### config.mk
export PLATFORM = sky130hd
export DESIGN_NAME = id_stage_flat
export DESIGN_NICKNAME = d
export VERILOG_FILES = /design/src/rtl/id_stage_pkg.sv /design/src/rtl/id_stage_if.sv /design/src/rtl/id_stage_imm_gen.sv /design/src/rtl/id_stage.sv /design/src/flat_wrapper.sv
export SDC_FILE = /design/constraint.sdc
export NUM_CORES = 1
export LEC_CHECK = 0
export CORE_MARGIN = 2
export CORE_UTILIZATION = 25
export DETAILED_ROUTE_END_ITERATION = 8
export SLEW_MARGIN = 20
export SYNTH_ARGS = -nofsm -noshare
export SYNTH_HDL_FRONTEND = slang
export SYNTH_SLANG_ARGS = --single-unit
export TNS_END_PERCENT = 100
### constraint.sdc
create_clock -name clk -period 15.25 [get_ports clk]
set_input_delay 3.8125 -clock clk [delete_from_list [all_inputs] [get_ports clk]]
set_output_delay 3.8125 -clock clk [all_outputs]
set_load 0.02 [all_outputs]
### src/rtl/id_stage_pkg.sv
// ============================================================================
//  Module : id_stage_pkg
//  Brief  : Opcode, format and control definitions shared by the decode stage.
//  Rev    : 1.0  initial release
// ============================================================================
`default_nettype none

package id_stage_pkg;

  localparam int DATA_WIDTH_DEF = 32;

  localparam logic [6:0] OP_LUI    = 7'b0110111;
  localparam logic [6:0] OP_AUIPC  = 7'b0010111;
  localparam logic [6:0] OP_JAL    = 7'b1101111;
  localparam logic [6:0] OP_JALR   = 7'b1100111;
  localparam logic [6:0] OP_BRANCH = 7'b1100011;
  localparam logic [6:0] OP_LOAD   = 7'b0000011;
  localparam logic [6:0] OP_STORE  = 7'b0100011;
  localparam logic [6:0] OP_IMM    = 7'b0010011;
  localparam logic [6:0] OP_REG    = 7'b0110011;

  // FMT_X marks an opcode outside the supported set
  typedef enum logic [2:0] {
    FMT_R = 3'd0,
    FMT_I = 3'd1,
    FMT_S = 3'd2,
    FMT_B = 3'd3,
    FMT_U = 3'd4,
    FMT_J = 3'd5,
    FMT_X = 3'd6
  } fmt_e;

  typedef struct packed {
    logic reg_write;
    logic mem_read;
    logic mem_write;
    logic branch;
    logic jump;
    logic illegal;
  } ctrl_t;

  function automatic fmt_e opcode_fmt(input logic [6:0] op);
    case (op)
      OP_REG:                   return FMT_R;
      OP_IMM, OP_LOAD, OP_JALR: return FMT_I;
      OP_STORE:                 return FMT_S;
      OP_BRANCH:                return FMT_B;
      OP_LUI, OP_AUIPC:         return FMT_U;
      OP_JAL:                   return FMT_J;
      default:                  return FMT_X;
    endcase
  endfunction

  function automatic logic uses_rs1(input fmt_e f);
    return (f == FMT_R) || (f == FMT_I) || (f == FMT_S) || (f == FMT_B);
  endfunction

  function automatic logic uses_rs2(input fmt_e f);
    return (f == FMT_R) || (f == FMT_S) || (f == FMT_B);
  endfunction

  function automatic ctrl_t decode_ctrl(input logic [6:0] op, input fmt_e f,
                                        input logic [4:0] rd);
    ctrl_t c;
    c           = '0;
    c.reg_write = ((f == FMT_R) || (f == FMT_I) || (f == FMT_U) || (f == FMT_J))
                  && (rd != 5'd0);
    c.mem_read  = (op == OP_LOAD);
    c.mem_write = (f == FMT_S);
    c.branch    = (f == FMT_B);
    c.jump      = (f == FMT_J) || (op == OP_JALR);
    c.illegal   = (f == FMT_X);
    return c;
  endfunction

endpackage

`default_nettype wire

### src/rtl/id_stage_if.sv
// ============================================================================
//  Module : id_stage_if
//  Brief  : ID/EX bundle with its valid/ready handshake.
//  Rev    : 1.0  initial release
// ============================================================================
`default_nettype none

interface id_stage_if #(
  parameter int DATA_WIDTH = 32
) ();
  logic                  ex_ready;
  logic                  ex_valid;
  logic [DATA_WIDTH-1:0] ex_pc;
  logic [DATA_WIDTH-1:0] ex_rs1_val;
  logic [DATA_WIDTH-1:0] ex_rs2_val;
  logic [DATA_WIDTH-1:0] ex_imm;
  logic [4:0]            ex_rs1;
  logic [4:0]            ex_rs2;
  logic [4:0]            ex_rd;
  logic [6:0]            ex_opcode;
  logic [2:0]            ex_funct3;
  logic                  ex_funct7b5;
  logic                  ex_reg_write;
  logic                  ex_mem_read;
  logic                  ex_mem_write;
  logic                  ex_branch;
  logic                  ex_jump;
  logic                  ex_illegal;

  modport master (
    input  ex_ready,
    output ex_valid, ex_pc, ex_rs1_val, ex_rs2_val, ex_imm, ex_rs1, ex_rs2, ex_rd,
           ex_opcode, ex_funct3, ex_funct7b5, ex_reg_write, ex_mem_read,
           ex_mem_write, ex_branch, ex_jump, ex_illegal
  );

  modport slave (
    output ex_ready,
    input  ex_valid, ex_pc, ex_rs1_val, ex_rs2_val, ex_imm, ex_rs1, ex_rs2, ex_rd,
           ex_opcode, ex_funct3, ex_funct7b5, ex_reg_write, ex_mem_read,
           ex_mem_write, ex_branch, ex_jump, ex_illegal
  );
endinterface

`default_nettype wire

### src/rtl/id_stage_imm_gen.sv
// ============================================================================
//  Module : imm_gen
//  Brief  : Combinational instruction format classifier and immediate builder.
//  Rev    : 1.0  initial release
// ============================================================================
`default_nettype none

module imm_gen
  import id_stage_pkg::*;
#(
  parameter int DATA_WIDTH = DATA_WIDTH_DEF
) (
  input  logic [31:0]           instr,
  output logic [DATA_WIDTH-1:0] imm,
  output fmt_e                  fmt
);

  logic signed [31:0] w_imm32;

  always_comb begin
    fmt = opcode_fmt(instr[6:0]);
    case (fmt)
      FMT_I:   w_imm32 = {{20{instr[31]}}, instr[31:20]};
      FMT_S:   w_imm32 = {{20{instr[31]}}, instr[31:25], instr[11:7]};
      FMT_B:   w_imm32 = {{19{instr[31]}}, instr[31], instr[7], instr[30:25],
                          instr[11:8], 1'b0};
      FMT_U:   w_imm32 = {instr[31:12], 12'b0};
      FMT_J:   w_imm32 = {{11{instr[31]}}, instr[31], instr[19:12], instr[20],
                          instr[30:21], 1'b0};
      default: w_imm32 = '0;
    endcase
    imm = DATA_WIDTH'(w_imm32);
  end

endmodule

`default_nettype wire

### src/rtl/id_stage.sv
// ============================================================================
//  Module : id_stage
//  Brief  : RISC-V decode stage with WB bypass, load-use stall and ID/EX register.
//  Rev    : 1.0  initial release
// ============================================================================
`default_nettype none

module id_stage
  import id_stage_pkg::*;
#(
  parameter int DATA_WIDTH = DATA_WIDTH_DEF
) (
  input  logic                  clk,
  input  logic                  rst,
  input  logic                  if_valid,
  input  logic [31:0]           if_instr,
  input  logic [DATA_WIDTH-1:0] if_pc,
  output logic                  id_ready,
  output logic [4:0]            rf_rs1,
  output logic [4:0]            rf_rs2,
  input  logic [DATA_WIDTH-1:0] rf_rd1,
  input  logic [DATA_WIDTH-1:0] rf_rd2,
  input  logic                  wb_wr,
  input  logic [4:0]            wb_rd,
  input  logic [DATA_WIDTH-1:0] wb_wd,
  input  logic                  flush,
  id_stage_if.master            ex
);

  logic [DATA_WIDTH-1:0] w_imm;
  fmt_e                  w_fmt;
  ctrl_t                 w_ctrl;
  logic [4:0]            w_rd;
  logic [DATA_WIDTH-1:0] w_rs1_val;
  logic [DATA_WIDTH-1:0] w_rs2_val;
  logic                  w_haz;

  logic                  r_valid;
  logic [DATA_WIDTH-1:0] r_pc;
  logic [DATA_WIDTH-1:0] r_rs1_val;
  logic [DATA_WIDTH-1:0] r_rs2_val;
  logic [DATA_WIDTH-1:0] r_imm;
  logic [4:0]            r_rs1;
  logic [4:0]            r_rs2;
  logic [4:0]            r_rd;
  logic [6:0]            r_opcode;
  logic [2:0]            r_funct3;
  logic                  r_funct7b5;
  ctrl_t                 r_ctrl;

  imm_gen #(.DATA_WIDTH(DATA_WIDTH)) u_imm_gen (
    .instr (if_instr),
    .imm   (w_imm),
    .fmt   (w_fmt)
  );

  assign rf_rs1 = if_instr[19:15];
  assign rf_rs2 = if_instr[24:20];
  assign w_rd   = if_instr[11:7];
  assign w_ctrl = decode_ctrl(if_instr[6:0], w_fmt, w_rd);

  // The register file writes at the edge, so a same-cycle write must be bypassed
  always_comb begin
    if (rf_rs1 == 5'd0)
      w_rs1_val = '0;
    else if (wb_wr && (wb_rd == rf_rs1))
      w_rs1_val = wb_wd;
    else
      w_rs1_val = rf_rd1;

    if (rf_rs2 == 5'd0)
      w_rs2_val = '0;
    else if (wb_wr && (wb_rd == rf_rs2))
      w_rs2_val = wb_wd;
    else
      w_rs2_val = rf_rd2;
  end

  assign w_haz = r_valid && r_ctrl.mem_read && (r_rd != 5'd0) && if_valid &&
                 ((uses_rs1(w_fmt) && (r_rd == rf_rs1)) ||
                  (uses_rs2(w_fmt) && (r_rd == rf_rs2)));

  assign id_ready = flush | (ex.ex_ready & ~w_haz);

  always_ff @(posedge clk or posedge rst) begin
    if (rst) begin
      r_valid    <= 1'b0;
      r_pc       <= '0;
      r_rs1_val  <= '0;
      r_rs2_val  <= '0;
      r_imm      <= '0;
      r_rs1      <= '0;
      r_rs2      <= '0;
      r_rd       <= '0;
      r_opcode   <= '0;
      r_funct3   <= '0;
      r_funct7b5 <= 1'b0;
      r_ctrl     <= '0;
    end else if (flush) begin
      r_valid <= 1'b0;
      r_ctrl  <= '0;
    end else if (ex.ex_ready) begin
      if (w_haz) begin
        r_valid <= 1'b0;
        r_ctrl  <= '0;
      end else begin
        r_valid    <= if_valid;
        r_pc       <= if_pc;
        r_rs1_val  <= w_rs1_val;
        r_rs2_val  <= w_rs2_val;
        r_imm      <= w_imm;
        r_rs1      <= rf_rs1;
        r_rs2      <= rf_rs2;
        r_rd       <= w_rd;
        r_opcode   <= if_instr[6:0];
        r_funct3   <= if_instr[14:12];
        r_funct7b5 <= if_instr[30];
        r_ctrl     <= if_valid ? w_ctrl : '0;
      end
    end
  end

  assign ex.ex_valid     = r_valid;
  assign ex.ex_pc        = r_pc;
  assign ex.ex_rs1_val   = r_rs1_val;
  assign ex.ex_rs2_val   = r_rs2_val;
  assign ex.ex_imm       = r_imm;
  assign ex.ex_rs1       = r_rs1;
  assign ex.ex_rs2       = r_rs2;
  assign ex.ex_rd        = r_rd;
  assign ex.ex_opcode    = r_opcode;
  assign ex.ex_funct3    = r_funct3;
  assign ex.ex_funct7b5  = r_funct7b5;
  assign ex.ex_reg_write = r_ctrl.reg_write;
  assign ex.ex_mem_read  = r_ctrl.mem_read;
  assign ex.ex_mem_write = r_ctrl.mem_write;
  assign ex.ex_branch    = r_ctrl.branch;
  assign ex.ex_jump      = r_ctrl.jump;
  assign ex.ex_illegal   = r_ctrl.illegal;

endmodule

`default_nettype wire

### src/flat_wrapper.sv
// flat-port wrapper written by rule: the top's interface ports become plain ports
module id_stage_flat import id_stage_pkg::*;
#(
  parameter int DATA_WIDTH = DATA_WIDTH_DEF
)
  (clk, rst, if_valid, if_instr, if_pc, id_ready, rf_rs1, rf_rs2, rf_rd1, rf_rd2, wb_wr, wb_rd, wb_wd, flush, ex_ex_ready, ex_ex_valid, ex_ex_pc, ex_ex_rs1_val, ex_ex_rs2_val, ex_ex_imm, ex_ex_rs1, ex_ex_rs2, ex_ex_rd, ex_ex_opcode, ex_ex_funct3, ex_ex_funct7b5, ex_ex_reg_write, ex_ex_mem_read, ex_ex_mem_write, ex_ex_branch, ex_ex_jump, ex_ex_illegal);
  id_stage_if #(.DATA_WIDTH(DATA_WIDTH)) ex_i ();
  input  logic clk;
  input  logic rst;
  input  logic if_valid;
  input  logic [31:0] if_instr;
  input  logic [DATA_WIDTH-1:0] if_pc;
  output logic id_ready;
  output logic [4:0] rf_rs1;
  output logic [4:0] rf_rs2;
  input  logic [DATA_WIDTH-1:0] rf_rd1;
  input  logic [DATA_WIDTH-1:0] rf_rd2;
  input  logic wb_wr;
  input  logic [4:0] wb_rd;
  input  logic [DATA_WIDTH-1:0] wb_wd;
  input  logic flush;
  input wire logic [$bits(ex_i.ex_ready)-1:0] ex_ex_ready;
  output wire logic [$bits(ex_i.ex_valid)-1:0] ex_ex_valid;
  output wire logic [$bits(ex_i.ex_pc)-1:0] ex_ex_pc;
  output wire logic [$bits(ex_i.ex_rs1_val)-1:0] ex_ex_rs1_val;
  output wire logic [$bits(ex_i.ex_rs2_val)-1:0] ex_ex_rs2_val;
  output wire logic [$bits(ex_i.ex_imm)-1:0] ex_ex_imm;
  output wire logic [$bits(ex_i.ex_rs1)-1:0] ex_ex_rs1;
  output wire logic [$bits(ex_i.ex_rs2)-1:0] ex_ex_rs2;
  output wire logic [$bits(ex_i.ex_rd)-1:0] ex_ex_rd;
  output wire logic [$bits(ex_i.ex_opcode)-1:0] ex_ex_opcode;
  output wire logic [$bits(ex_i.ex_funct3)-1:0] ex_ex_funct3;
  output wire logic [$bits(ex_i.ex_funct7b5)-1:0] ex_ex_funct7b5;
  output wire logic [$bits(ex_i.ex_reg_write)-1:0] ex_ex_reg_write;
  output wire logic [$bits(ex_i.ex_mem_read)-1:0] ex_ex_mem_read;
  output wire logic [$bits(ex_i.ex_mem_write)-1:0] ex_ex_mem_write;
  output wire logic [$bits(ex_i.ex_branch)-1:0] ex_ex_branch;
  output wire logic [$bits(ex_i.ex_jump)-1:0] ex_ex_jump;
  output wire logic [$bits(ex_i.ex_illegal)-1:0] ex_ex_illegal;
  assign ex_i.ex_ready = ex_ex_ready;
  assign ex_ex_valid = ex_i.ex_valid;
  assign ex_ex_pc = ex_i.ex_pc;
  assign ex_ex_rs1_val = ex_i.ex_rs1_val;
  assign ex_ex_rs2_val = ex_i.ex_rs2_val;
  assign ex_ex_imm = ex_i.ex_imm;
  assign ex_ex_rs1 = ex_i.ex_rs1;
  assign ex_ex_rs2 = ex_i.ex_rs2;
  assign ex_ex_rd = ex_i.ex_rd;
  assign ex_ex_opcode = ex_i.ex_opcode;
  assign ex_ex_funct3 = ex_i.ex_funct3;
  assign ex_ex_funct7b5 = ex_i.ex_funct7b5;
  assign ex_ex_reg_write = ex_i.ex_reg_write;
  assign ex_ex_mem_read = ex_i.ex_mem_read;
  assign ex_ex_mem_write = ex_i.ex_mem_write;
  assign ex_ex_branch = ex_i.ex_branch;
  assign ex_ex_jump = ex_i.ex_jump;
  assign ex_ex_illegal = ex_i.ex_illegal;
  id_stage #(.DATA_WIDTH(DATA_WIDTH)) u_core (.clk(clk), .rst(rst), .if_valid(if_valid), .if_instr(if_instr), .if_pc(if_pc), .id_ready(id_ready), .rf_rs1(rf_rs1), .rf_rs2(rf_rs2), .rf_rd1(rf_rd1), .rf_rd2(rf_rd2), .wb_wr(wb_wr), .wb_rd(wb_rd), .wb_wd(wb_wd), .flush(flush), .ex(ex_i));
endmodule
==> impl_results.rst <==
.. list-table::
   :header-rows: 1

   * - Metric
     - Value
   * - Drt drc
     - 0
   * - Sequential Area
     - 4029 um^2
   * - Worst-case clock buffer depth
     - 2
   * - Count of buffers from port buffering
     - 342
   * - Filler instances
     - 3293
   * - Post-synthesis cell count
     - 696
   * - Final number of max-transition violations
     - 0
   * - FP Rows
     - 67
   * - Hold violation total from the final report
     - 0
   * - Element type at the critical path end
     - primary output
   * - TritonCTS Buffers
     - 17
   * - Number of antenna violations at the first check in global routing
     - 1
   * - Wirelength, routed
     - 27540 um
   * - WS Path Type
     - input pin to primary output
   * - Result of the run
     - finished clean
   * - Required time reported for the critical path endpoint
     - 11.44 ns
   * - Wire length of the first global-routing pass
     - 42070 um
   * - Ranking of synthesized cells by area
     - sky130_fd_sc_hd__dfrtp_1 (48%), sky130_fd_sc_hd__mux2_2 (13%), sky130_fd_sc_hd__mux2i_1 (9.1%)
   * - Max-cap viol count
     - 0
   * - Setup slack at placement
     - 4.013 ns
   * - Final worst-path cycle share
     - 74.17%
   * - Clock Pin Slew Worst Setup and Hold Paths
     - 0.06 ns
   * - Final setup TNS
     - 0 ns
   * - Vias in the first global route
     - 6935
   * - Area used by multi-input combinational logic
     - 3881 um^2
   * - Startpoint type of the worst setup path
     - input pin
   * - Average via count per standard cell
     - 4.461
   * - Number of sinks handled by clock tree synthesis
     - 161
   * - Initial DRC Count
     - 253
   * - Total number of H-tree levels
     - 4
   * - Leak
     - 5.185 nW
   * - Core occupancy in the finished layout
     - 38.19%
   * - RSZ-0062 raised after global routing
     - false
   * - Tmin final
     - 11.31 ns
   * - Number of instances in the placed design
     - 1441
   * - Layout net count
     - 1185
   * - Non-filler instance count after layout
     - 1475
   * - Die outline height
     - 187.2 um
   * - Clock latency reported for the late side of the worst-skew pair
     - 0.45 ns
   * - Wire length per cell after detailed routing
     - 18.67 um
   * - Timing-limited maximum frequency
     - 0.08841 GHz
   * - Largest net degree at the start of global routing
     - 92
   * - Post-detailed-route count of antenna-violating nets
     - 0
   * - Netlist area before placement
     - 8389 um^2
   * - Normalized max-slew margin
     - 35.03%
   * - TritonCTS clock tree
     - done
   * - Initial standard-cell utilization of the core
     - 25.21%
   * - Final hold slack
     - 0.4919 ns
   * - Actual transition at the worst max-transition pin
     - 0.9688 ns
   * - Net count after synthesis
     - 868
   * - Largest area contributor in the synthesized netlist
     - sky130_fd_sc_hd__dfrtp_1
   * - Setup violations, final
     - 0
   * - Placeable core region
     - 33280 um^2
   * - Ratio of cells with drive above 1 in the final layout
     - 18.91%
   * - Most used flip-flop cell after synthesis
     - sky130_fd_sc_hd__dfrtp_1
   * - Buffer type at the clock tree root
     - sky130_fd_sc_hd__clkbuf_16
   * - Power per Cell Area
     - 103.3 nW/um^2
   * - Worst Clk Skew
     - 0.009978 ns
   * - Overall global routing resource usage
     - 15.70%
   * - Synth cell types
     - 53
   * - Via total after detailed routing
     - 6580
   * - Fraction of registers with async set or reset after synthesis
     - 100.0%
   * - Cells resized by post-CTS repair
     - 0
   * - Class of the tightest hold or removal check
     - flop to flop
   * - Critical path data arrival time
     - 7.50 ns
   * - Detailed placer's ending HPWL
     - 19870 um
   * - Number of iterations in the first detailed-routing pass
     - 5
   * - Global placer's final weighted congestion
     - 0.8336
   * - Die W
     - 187.2 um
   * - Area added between synthesis and finish
     - 51.51%
   * - Sequential fraction of the synthesis area
     - 48.02%
   * - Residual overflow from global routing
     - 0
   * - Fraction of post-synthesis cell area in the top cell type by area
     - 48.02%
   * - Cts-stage hold buffer count
     - 0
   * - Largest vdd supply drop
     - 0.08184 mV
   * - Flip-flop and latch count after synthesis
     - 161
   * - Post-CTS setup buffer count
     - 0
   * - Setup slack of the critical path after layout
     - 3.939 ns
   * - Number of flops mapped to enable cells by yosys
     - 0
   * - Critical-path maximum fanout
     - 19
   * - Count of synthesis-stage warnings from yosys
     - 0
   * - Die Footprint
     - 35040 um^2
   * - Synth Area per Inst
     - 12.05 um^2
   * - Number of I/O pins
     - 343
-- flip-flops by register name, indices dropped and copies added, names as in the netlist, 3 cells and up --
| register | cells |
|---|---|
| u_core.ex.ex_rs1_val | 32 |
| u_core.ex.ex_funct3 | 3 |
| u_core.ex.ex_rs2 | 5 |
| u_core.ex.ex_rd | 5 |
| u_core.ex.ex_pc | 32 |
| u_core.ex.ex_opcode | 7 |
| u_core.ex.ex_rs1 | 5 |
| u_core.ex.ex_imm | 32 |
| u_core.ex.ex_rs2_val | 32 |
-- metal layers --
metal / part of all wire, % / global-route usage, %
met5: 0 / 0
met1: 44 / 20.00
met2: 46 / 24.89
met3: 7.5 / 5.197
met4: 2.3 / 5.525
-- final cells by class --
type / instances / area share [%]
flip-flops and latches: 161 / 31.70
diodes: 1 / 0.01969
clock buffers: 21 / 3.544
inverters: 27 / 0.8367
repair buffers: 352 / 27.74
multi-input cells: 454 / 30.53
clock inverters: 11 / 1.221
well taps: 448 / 4.410
-- power by group --
group | switching, mW | internal, mW
sequential | 0.0290 | 0.478
clock | 0.191 | 0.264
combinational | 0.162 | 0.190
-- path summary, 6_finish.rpt --
check	cells past startpoint	start	end	slack [ns]
max in group asynchronous	3	rst	u_core.ex.ex_rs2_val[5]$_DFFE_PP0P_	10.08
min in group asynchronous	2	rst	u_core.ex.ex_pc[18]$_DFFE_PP0P_	3.90
hold / removal	2	u_core.ex.ex_reg_write$_DFFE_PP0P_	u_core.ex.ex_reg_write$_DFFE_PP0P_	0.49
setup / recovery	10	if_instr[6]	id_ready	3.94
hold reg to reg	2	u_core.ex.ex_reg_write$_DFFE_PP0P_	u_core.ex.ex_reg_write$_DFFE_PP0P_	0.49
setup reg to reg	7	u_core.ex.ex_rd[4]$_DFFE_PP0P_	u_core.ex.ex_rs1_val[16]$_DFFE_PP0P_	12.09
-- kinds of logic (layout without fill, tap and decap cells) --
| group | Yosys count | after routing | synth area share [%] |
|---|---|---|---|
| muxes | 218 | 218 | 30.28 |
| DFF | 161 | 161 | 48.02 |
| and+or+nand+nor | 141 | 141 | 7.755 |
| buffers and inverters | 81 | 411 | 5.995 |
| AOI/OAI and AO/OA | 74 | 74 | 5.712 |
| xor gates and xnor gates | 20 | 20 | 2.088 |
| adders and majority gates | 1 | 1 | 0.1491 |
| other | 0 | 1 | 0 |
-- cells in the mapped netlist (3+ instances only) --
master and n:
sky130_fd_sc_hd__buf_2 9, sky130_fd_sc_hd__nor2_1 81, sky130_fd_sc_hd__xnor2_1 8, sky130_fd_sc_hd__mux2_2 94, sky130_fd_sc_hd__nand3_1 7, sky130_fd_sc_hd__and3_1 9
sky130_fd_sc_hd__o21ai_0 19, sky130_fd_sc_hd__a211oi_1 12, sky130_fd_sc_hd__a21oi_1 16, sky130_fd_sc_hd__buf_12 6, sky130_fd_sc_hd__or4_1 3, sky130_fd_sc_hd__clkbuf_1 16
sky130_fd_sc_hd__mux2i_1 76, sky130_fd_sc_hd__mux2_4 48, sky130_fd_sc_hd__a22oi_1 5, sky130_fd_sc_hd__nand2b_1 4, sky130_fd_sc_hd__nor3_1 5, sky130_fd_sc_hd__inv_1 27
sky130_fd_sc_hd__nand2_1 16, sky130_fd_sc_hd__dfrtp_1 161, sky130_fd_sc_hd__buf_4 20, sky130_fd_sc_hd__xor2_1 12
-- through the flow --
| stage | power (mW) | cell area (um^2) |
|---|---|---|
| finish | 1.313 | 12710 |
| global route | 1.373 | 12710 |
| CTS | 1.335 | 12670 |
| detailed placement | 0.8691 | 12060 |
| global placement | 0.8660 | 12060 |
| floorplan | 0.6831 | 8389 |
-- cells in the final DEF, fill, tap and decap left out, drive strengths merged, types with 2 or more instances in the layout --
master         count
and3               9
or3                3
nand2b             4
nand4              2
a21oi             17
nor2              81
o21ai             21
and3b              2
a211oi            12
or4                3
clkinvlp           4
xor2              12
clkinv             2
nand3b             2
o32ai              2
clkdlybuf4s50    342
nor4               2
nor3               5
o21a               2
dfrtp            161
o31ai              3
o211ai             2
bufinv             3
a22oi              5
inv               29
clkbuf            21
buf               10
xnor2              8
a31oi              2
a21o               2
mux2i             76
nand3              7
nand2             16
mux2             142
-- worst max-delay path, cell delays in order --
cell and delay [ns]:
sky130_fd_sc_hd__clkdlybuf4s50_1 0.59, sky130_fd_sc_hd__or3b_1 0.42, sky130_fd_sc_hd__a21o_1 0.41, sky130_fd_sc_hd__ha_1 0.44, sky130_fd_sc_hd__or3_1 0.46, sky130_fd_sc_hd__a21o_1 0.26, sky130_fd_sc_hd__a21oi_2 0.25, sky130_fd_sc_hd__o21ai_0 0.12
sky130_fd_sc_hd__nand2b_1 0.11, sky130_fd_sc_hd__clkdlybuf4s50_1 0.62
No activity file was read; power rests on OpenSTA's default activity.
